File: config.mk
export PLATFORM = sky130hd
export DESIGN_NAME = qr_result_serializer
export DESIGN_NICKNAME = d
export VERILOG_FILES = /design/src/rtl/qr_result_serializer.sv
export SDC_FILE = /design/constraint.sdc
export NUM_CORES = 1
export LEC_CHECK = 0
export BUFFER_PORTS_ARGS = -buffer_cell sky130_fd_sc_hd__buf_2
export CORE_AREA = 2 2 305 427
export DETAILED_ROUTE_END_ITERATION = 12
export DIE_AREA = 0 0 307 429
export PLACE_DENSITY = 0.46
export SLEW_MARGIN = 20
export SYNTH_ARGS = -nofsm -noshare
export SYNTH_HDL_FRONTEND = slang
export SYNTH_SLANG_ARGS = --single-unit
File: constraint.sdc
create_clock -name i_clk -period 31.6 [get_ports i_clk]
set_input_delay 3.16 -clock i_clk [delete_from_list [all_inputs] [get_ports i_clk]]
set_output_delay 3.16 -clock i_clk [all_outputs]
set_load 0.1 [all_outputs]
File: src/rtl/qr_result_serializer.sv
// ---------------------------------------------------------------------------
// qr_result_serializer
//
// Captures completed QR engine results (R: 320 bits, y-hat: 160 bits) on the
// engine's read-valid pulse into a DEPTH-entry FIFO. It then streams each
// result as 15 words of 32 bits over a valid/ready handshake: R words 0..9
// come first, then y-hat words 0..4. The first and last word of every frame
// of FRAME_LEN results are tagged. Dropped results (FIFO full) and
// end-of-frame pulses that arrive off a frame boundary raise sticky flags.
//
// Parameters
//   DEPTH       result entries buffered (power of two, >= 2)
//   FRAME_LEN   results per frame
//
// Ports
//   i_clk        clock, rising edge
//   i_rst        asynchronous active-high reset
//   i_rd_vld     one-cycle result strobe from the engine
//   i_last_data  engine end-of-frame pulse (monitored only)
//   i_y_hat      y-hat vector, 160 bits
//   i_r          R upper-triangle entries, 320 bits
//   i_ready      downstream accepts the current word
//   o_valid      o_data holds a valid word
//   o_data       output word, 32 bits (0 when idle)
//   o_sof        word 0 of result 0 of a frame
//   o_eof        word 14 of result FRAME_LEN-1 of a frame
//   o_overflow   sticky: a result was dropped because the FIFO was full
//   o_frame_err  sticky: end-of-frame seen off a frame boundary
// ---------------------------------------------------------------------------
module qr_result_serializer #(
   parameter int DEPTH     = 2,
   parameter int FRAME_LEN = 10
) (
   input  logic         i_clk,
   input  logic         i_rst,
   input  logic         i_rd_vld,
   input  logic         i_last_data,
   input  logic [159:0] i_y_hat,
   input  logic [319:0] i_r,
   input  logic         i_ready,
   output logic         o_valid,
   output logic [31:0]  o_data,
   output logic         o_sof,
   output logic         o_eof,
   output logic         o_overflow,
   output logic         o_frame_err
);

   localparam int PW = $clog2(DEPTH);
   localparam int CW = $clog2(DEPTH + 1);
   localparam int FW = (FRAME_LEN > 1) ? $clog2(FRAME_LEN) : 1;

   localparam logic [CW-1:0] CNT_FULL = CW'(DEPTH);
   localparam logic [FW-1:0] FRM_LAST = FW'(FRAME_LEN - 1);
   localparam logic [3:0]    WLAST    = 4'd14;

   // Entry layout {y_hat, r}: word k of the result sits at bits [32k+31:32k],
   // so R words 0..9 and y-hat words 0..4 fall out of one indexed select.
   logic [479:0]  mem [DEPTH];
   logic [479:0]  head;
   logic [PW-1:0] wptr;
   logic [PW-1:0] rptr;
   logic [CW-1:0] count;
   logic [3:0]    widx;
   logic [FW-1:0] ridx;
   logic [FW-1:0] pcnt;
   logic          overflow;
   logic          frame_err;
   logic          xfer;
   logic          pop;
   logic          push_ok;

   function automatic logic [31:0] word_sel(input logic [479:0] e,
                                             input logic [3:0]   k);
      return e[{k, 5'b0} +: 32];
   endfunction

   assign head    = mem[rptr];
   assign xfer    = (count != '0) && i_ready;
   assign pop     = xfer && (widx == WLAST);
   // A full FIFO still takes a new result when the head leaves this cycle.
   assign push_ok = i_rd_vld && ((count < CNT_FULL) || pop);

   assign o_valid     = (count != '0);
   assign o_data      = o_valid ? word_sel(head, widx) : '0;
   assign o_sof       = o_valid && (ridx == '0) && (widx == '0);
   assign o_eof       = o_valid && (ridx == FRM_LAST) && (widx == WLAST);
   assign o_overflow  = overflow;
   assign o_frame_err = frame_err;

   // Result storage: data only, not reset.
   always_ff @(posedge i_clk) begin
      if (push_ok) begin
         mem[wptr] <= {i_y_hat, i_r};
      end
   end

   // Pointers, counters and sticky flags.
   always_ff @(posedge i_clk or posedge i_rst) begin
      if (i_rst) begin
         wptr      <= '0;
         rptr      <= '0;
         count     <= '0;
         widx      <= '0;
         ridx      <= '0;
         pcnt      <= '0;
         overflow  <= 1'b0;
         frame_err <= 1'b0;
      end else begin
         if (push_ok) begin
            wptr <= wptr + 1'b1;
            pcnt <= (pcnt == FRM_LAST) ? '0 : pcnt + 1'b1;
         end
         if (pop) begin
            rptr <= rptr + 1'b1;
            ridx <= (ridx == FRM_LAST) ? '0 : ridx + 1'b1;
         end
         case ({push_ok, pop})
            2'b10:   count <= count + 1'b1;
            2'b01:   count <= count - 1'b1;
            default: ;
         endcase
         if (xfer) begin
            widx <= pop ? 4'd0 : widx + 4'd1;
         end
         if (i_rd_vld && !push_ok) begin
            overflow <= 1'b1;
         end
         // pcnt is zero only on a frame boundary of accepted results.
         if (i_last_data && (pcnt != '0)) begin
            frame_err <= 1'b1;
         end
      end
   end

endmodule

==> results of run 1 <==
==> critical path, cell delays in order, from the launching register on <==
cell and delay [ns]:
dfrtp_4 0.99, buf_12 0.49, buf_4 0.89, mux2i_1 0.28, o22ai_1 0.10, o21ai_0 0.53
nand4_1 0.36, buf_2 0.40
==> registers in the layout, summed over array words and instances (netlist names) <==
register	count
count	2
mem	960
o_frame_err	1
o_overflow	1
pcnt	4
ridx	4
rptr	1
widx	4
wptr	1
==> how the worst max path moves through the flow <==
stage                  end  depth (start not counted)
5_1_grt         o_data[12]                          7
6_report        o_data[12]                          7
4_1_cts          o_data[2]                          7
2_1_floorplan    mem[0][0]                          4
3_5_place_dp   mem[0][197]                          8
3_3_place_gp   mem[0][165]                          8
==> final cells by class <==
| cell class | instances | area, sq um |
|---|---|---|
| flip-flops and latches | 978 | 29300 |
| well taps | 1648 | 2060 |
| diodes | 26 | 65.1 |
| inverters | 8 | 30.0 |
| clock inverters | 39 | 267 |
| multi-input cells | 999 | 8040 |
| repair buffers | 554 | 2910 |
| clock buffers | 135 | 2610 |
| fillers | 12200 | 82300 |
==> kinds of logic (layout without fill, tap and decap cells) <==
group,after synthesis,count (layout)
AO/OA/AOI/OAI,239,239
adder cells (fa/ha/maj),4,4
buffers and inverters,129,736
flip-flops,978,978
AND/OR/NAND/NOR,264,264
multiplexers,483,483
XOR/XNOR,9,9
other,0,26
==> stage by stage <==
step | power [uW] | instance area [sq um]
final | 4330 | 45300
after global routing | 4530 | 45200
after CTS | 4410 | 45200
after detailed placement | 3320 | 42300
after global placement | 3290 | 42300
after floorplan | 3010 | 38100
==> power groups by stage <==
stage / Sequential (uW) / Combinational [uW] / Clock (uW)
after floorplan: 1960 / 1050 / 0
after global placement: 1800 / 1490 / 0
after detailed placement: 1810 / 1500 / 0
after CTS: 1790 / 1500 / 1120
after global routing: 1810 / 1560 / 1160
final: 1790 / 1470 / 1080
==> placed cells by master, fill, tap and decap left out, types with 6 or more instances in the layout <==
master and count:
xnor2_1 6, nand2_1 70, o21ai_0 24, buf_2 521, a22oi_1 160, buf_4 28, nor2_1 35, o22ai_1 32
clkinv_1 21, dfrtp_1 17, edfxtp_1 960, mux2i_1 481, inv_1 8, nand3_1 67, o21ai_1 13, clkbuf_16 99
clkbuf_1 36, nand4_1 66, clkinv_2 8, diode_2 26
==> metal layers <==
layer / part of all wire / GRT usage
met1: 0.40 / 0.206
met2: 0.49 / 0.282
met4: 0.028 / 0.0570
met3: 0.072 / 0.0476
met5: 0.0040 / 0
==> synthesized netlist by cell type, types with 2 or more instances <==
cell / count
nor2b_1: 5
buf_6: 15
xor2_1: 3
edfxtp_1: 960
nand2_1: 70
o22ai_1: 32
clkbuf_1: 20
nand4_1: 66
dfrtp_1: 18
o21ai_1: 13
nand3_1: 67
a22oi_1: 160
inv_1: 8
nand2b_1: 3
a21oi_1: 2
o21ai_0: 24
xnor2_1: 6
buf_2: 36
nor2_1: 38
mux2_2: 2
mux2i_1: 481
ha_1: 4
buf_4: 47
and3_1: 4
o211ai_1: 2
clkbuf_4: 2
==> run summary, run 1 <==
Startpoint types - flop
Post-synthesis xor/xnor area fraction - 0.00207
Gpl congestion - 0.800
Vias after detailed routing - 21200
Post-Synth Simple-Gate Area - 0.0349
Post-detail-place hpwl - 74500 um
Initial drt markers - 1534
Clk root buf - clkbuf_16
First-pass GRT wire length - 157000 um
Hold_ws - 0.498 ns
Clock Path Buffers - 3
GRT Util Overall - 0.168
DRC - 0
CTS H-tree lvls - 3
Largest family of logic cells by synthesized area - multiplexers
Worst skew pair latency - 0.70 ns
Die Ht - 429 um
Post-synthesis sequential area ratio - 0.769
PD cells - 95.7 mW/mm^2
Share of the synthesized area in the top cell type - 0.757
Internal reg-to-reg setup slack - 26.24 ns
Synth Area in Compound Gates - 0.0438
Syn avg cell area - 18.1 sq um
Die Width - 307 um
Tcrit/Tclk final - 0.266
CTS resizes - 0
Pin count of the biggest net entering global routing - 165
Worst Path Required - 28.44 ns
PortBufs - 521
Largest area contributor in the netlist - edfxtp_1
Worst setup startpoint - rptr
Reg2reg path depth - 9
Crit Path Max Fanout - 116
Clock share of power - 0.249
I/O pin total - 522
Comb pwr share - 0.339
Pins Over Slew Limit - 0
Max cap viols - 0
Leak Pwr - 0.0151 uW
Cell area after synthesis - 0.0381 sq mm
P_sw - 1670 uW
Final Non-Filler Cells - 4387
Post-Route Setup TNS - 0 ns
Mux cell area share after synthesis - 0.127
Yosys warnings - 0
Adder-cell share of the synthesized area - 0.00131
Post-CTS Setup Bufs - 0
CP endpoint kind - output pin
Cts bufs inserted - 99
Initial Util - 0.298
WHS Path Cells - 2
Count of cell types in the netlist - 44
Status - finished clean
Worst EP arrival - 5.25 ns
CTS hold repair buffers - 0
Synth Instances - 2106
VDD IR max - 83.2 uV
Area contributors post-synth - edfxtp_1, mux2i_1, a22oi_1
Post-synth ARST share - 0.0184
Fin nets - 3129
Internal - 2660 uW
Area growth, synth to finish - 18.9%
Synth Register Bits - 978
DIE AREA - 0.132 sq mm
Setup violators final - 0
Setup ws final - 23.19 ns
Wire per inst - 25.7 um
RR Endpoint - mem[0][426]
Num rows - 155
Hold Startpoint - pcnt[3]
Fin crit period - 8.41 ns
Worst-Margin Slew - 1.20 ns
Worst Skew - 0.0207 ns
Clock Sinks - 978
EDFF count, synth - 960
Antenna Violating Nets Remaining - 0
Worst setup path class - flop to output pin
Fmax - 119 MHz
Critical R2R Launch - widx[0]
Vias in the first global route - 22100
Switch share - 0.386
DRT Pass-1 Iters - 7
Syn Nets - 2595
Final Hold Viols - 0
Clk slew on worst S/H paths - 0.06 ns
Reg power frac - 0.412
Top_reg_cell synth - edfxtp_1
Pre-CTS setup slack - 23.85 ns
Share of layout cells above drive strength 1 - 0.255
Worst min path class - flop to flop
Post-placement cell count - 4187
Final WL - 113000 um
TritonCTS clock tree - done
Vias per inst - 4.82
Hold path endpoint - o_frame_err
RSZ-0062 raised after global routing - false
Final Core Density - 0.355
Antenna violations before repair - 98
Global route overflow - 0
Relative slew slack - 0.200
Core footprint - 0.128 sq mm
Note: power is estimated with default switching activity, not from simulation.
==> run 2, diff against run 1 <==
--- a/config.mk
+++ b/config.mk
@@ -9,7 +9,7 @@
 export CORE_AREA = 2 2 305 427
 export DETAILED_ROUTE_END_ITERATION = 12
 export DIE_AREA = 0 0 307 429
-export PLACE_DENSITY = 0.46
+export PLACE_DENSITY = 0.48
 export SLEW_MARGIN = 20
 export SYNTH_ARGS = -nofsm -noshare
 export SYNTH_HDL_FRONTEND = slang
==> constraint.sdc (replaced) <==
create_clock -name i_clk -period 7.71 [get_ports i_clk]
set_input_delay 0.771 -clock i_clk [delete_from_list [all_inputs] [get_ports i_clk]]
set_output_delay 0.771 -clock i_clk [all_outputs]
set_load 0.1 [all_outputs]
==> run 2 against run 1 <==
Non-clock buffer count is 5 higher. Worst hold slack worse by 0.30 ns. Global-route usage hardly changed. Register-to-register slack worse by 22 ns. Core utilization is 0.42 points higher. Sequential cell count stayed put. Sequential share of layout area is 0.76 points lower. Cell count is 0.41% higher. Combinational power grew to 4.1 times the previous value. Sequential power grew to 4.1 times the previous value. Clock skew is 0.0084 ns higher. Highest routed layer unchanged.
==> run summary, run 2 (same netlist as run 1, synthesis figures left out) <==
Tcrit/Tclk final - 0.650
Fill count - 12100 (-0.53%)
Num rows - 155 (unchanged)
PD cells - 396 mW/mm^2 (+310%)
Antenna Violating Nets Remaining - 0 (unchanged)
Most flop-heavy register - mem
Post-detail-place hpwl - 75200 um (+0.86%)
Fmax - 200 MHz
Worst setup path class - flop to output pin
Worst EP arrival - 4.24 ns (-1.01 ns)
Share of layout cells above drive strength 1 - 0.266 (+0.0105)
Internal - 11200 uW (+320%)
Clock share of power - 0.264 (+0.015)
Final WL - 112000 um (-0.42%)
Internal reg-to-reg setup slack - 4.13 ns (-22.11 ns)
Setup ws final - 2.70 ns (-20.49 ns)
Final Hold Viols - 0 (unchanged)
Post-Route Setup TNS - 0 ns (unchanged)
Worst skew pair latency - 0.73 ns (+0.03 ns)
WP buf/inv - 2 (-1)
Clock Path Buffers - 3 (unchanged)
P_sw - 6930 uW (+320%)
Critical R2R Launch - widx[1]
Comb pwr share - 0.333 (-0.006)
DRC - 0 (unchanged)
Vias after detailed routing - 21200 (+0.16%)
Post-CTS Setup Bufs - 0 (unchanged)
Pin count of the biggest net entering global routing - 186 (+13%)
PortBufs - 521 (unchanged)
Initial drt markers - 1572 (+2.5%)
Relative slew slack - 0.257 (+0.0563)
Worst min path class - input pin to async pin
FF/Latch Area - 0.0293 sq mm (unchanged)
VDD IR max - 458 uV (+450%)
DIE AREA - 0.132 sq mm (unchanged)
Max cap viols - 0 (unchanged)
Crit path max-delay cell type - dfrtp_4
Crit-path most repeated cell - nand4_1
Most frequent cells in the layout - edfxtp_1, buf_2, mux2i_1, a22oi_1, clkbuf_16
Switch share - 0.382 (-0.00348)
Die Ht - 429 um (unchanged)
CP top delay family - buffers and inverters
Cts bufs inserted - 100 (+1.0%)
CP endpoint kind - output pin
Status - finished clean
Setup violators final - 0 (unchanged)
Reg power frac - 0.403 (-0.009)
Antenna violations before repair - 107 (+9.2%)
GRT Util Overall - 0.167 (about the same)
Leak Pwr - 0.0153 uW (+1.7%)
CTS H-tree lvls - 3 (unchanged)
Wire per inst - 25.4 um (-0.83%)
RR Endpoint - mem[1][186]
CP max stage delay - 1.03 ns (+0.04 ns)
Area growth, synth to finish - 20.3%
Pins Over Slew Limit - 0 (unchanged)
CTS hold repair buffers - 0 (unchanged)
TritonCTS clock tree - done
Reg2reg path depth - 5 (-4)
Gpl congestion - 0.818 (+2.2%)
CP Cell Sequence - buf_4 -> mux2i_1 -> a22oi_1 -> nand4_1 -> nand4_1 -> buf_2
I/O pin total - 522 (unchanged)
Clk root buf - clkbuf_16
Clock Sinks - 978 (unchanged)
Clk slew on worst S/H paths - 0.06 ns (about the same)
Fin crit period - 5.01 ns
WP depth - 6 (-1)
Vias in the first global route - 22100 (+0.0091%)
Multi-input logic area - 0.00806 sq mm (+0.34%)
Worst Skew - 0.0292 ns (+0.00843 ns)
RSZ-0062 raised after global routing - false
Fin nets - 3135 (+0.19%)
Worst Path Required - 6.94 ns (-21.50 ns)
Core footprint - 0.128 sq mm (unchanged)
Global route overflow - 0 (unchanged)
Die Width - 307 um (unchanged)
Max FFs per register - 960 (unchanged)
Most common cell after layout, fill and taps aside - edfxtp_1
Vias per inst - 4.81 (-0.25%)
Startpoint types - flop
Pre-CTS setup slack - 3.41 ns (-20.44 ns)
Crit Path Max Fanout - 47 (-59%)
Worst-Margin Slew - 1.12 ns (-0.0844 ns)
CTS resizes - 0 (unchanged)
First-pass GRT wire length - 158000 um (+0.28%)
Initial Util - 0.298 (unchanged)
DRT Pass-1 Iters - 8 (+1)
-- run 2: cell count changes in the layout (fill, tap and decap cells not counted), moves of 3 or more --
cell and delta:
buf_12 +5, buf_16 +3, bufinv_16 +7, clkbuf_1 -17
clkinv_1 +4, clkinv_2 +11, clkinv_8 +4
-- run 2: how the worst max path moves through the flow --
stage,endpoint,startpoint
global placement,o_data[14],rptr
CTS,o_data[14],rptr
floorplan,mem[0][0],widx[0]
finish,o_data[14],rptr
detailed placement,o_data[14],rptr
global route,o_data[14],rptr
-- run 2: final cells by class --
class	instances	area share
diodes	27	0.00148
clock buffers	119	0.0562
clock inverters	67	0.0143
inverters	8	0.000710
multi-input cells	999	0.176
flip-flops and latches	978	0.639
well taps	1648	0.0450
repair buffers	559	0.0669
-- run 2: power by group through the flow --
| stage | logic [uW] | registers, uW | clock network [uW] |
|---|---|---|---|
| after floorplan | 4310 | 7570 | 0 |
| after global placement | 6090 | 7400 | 0 |
| after detailed placement | 6160 | 7440 | 0 |
| after CTS | 6170 | 7330 | 4940 |
| after global routing | 6440 | 7400 | 5130 |
| final | 6040 | 7310 | 4780 |
-- run 2: layer usage --
| layer | track usage | vias to the layer above | part of all wire |
|---|---|---|---|
| met4 | 0.0617 | 80 | 0.032 |
| met1 | 0.202 | 10600 | 0.40 |
| met5 | 0 | - | 0.0045 |
| li1 | - | 9580 | - |
| met2 | 0.282 | 672 | 0.49 |
| met3 | 0.0501 | 281 | 0.071 |
-- run 2: stage by stage --
step	power (uW)	cells	instance area (sq um)	hold WS (ns)	utilization
after floorplan	11900	2106	38100	0.465	-
after global placement	13500	4189	42400	0.464	0.332
after detailed placement	13600	4189	42400	0.475	0.332
after CTS	18400	4375	45700	0.134	0.358
after global routing	19000	4397	45800	0.185	0.359
final	18100	4405	45800	0.196	0.359
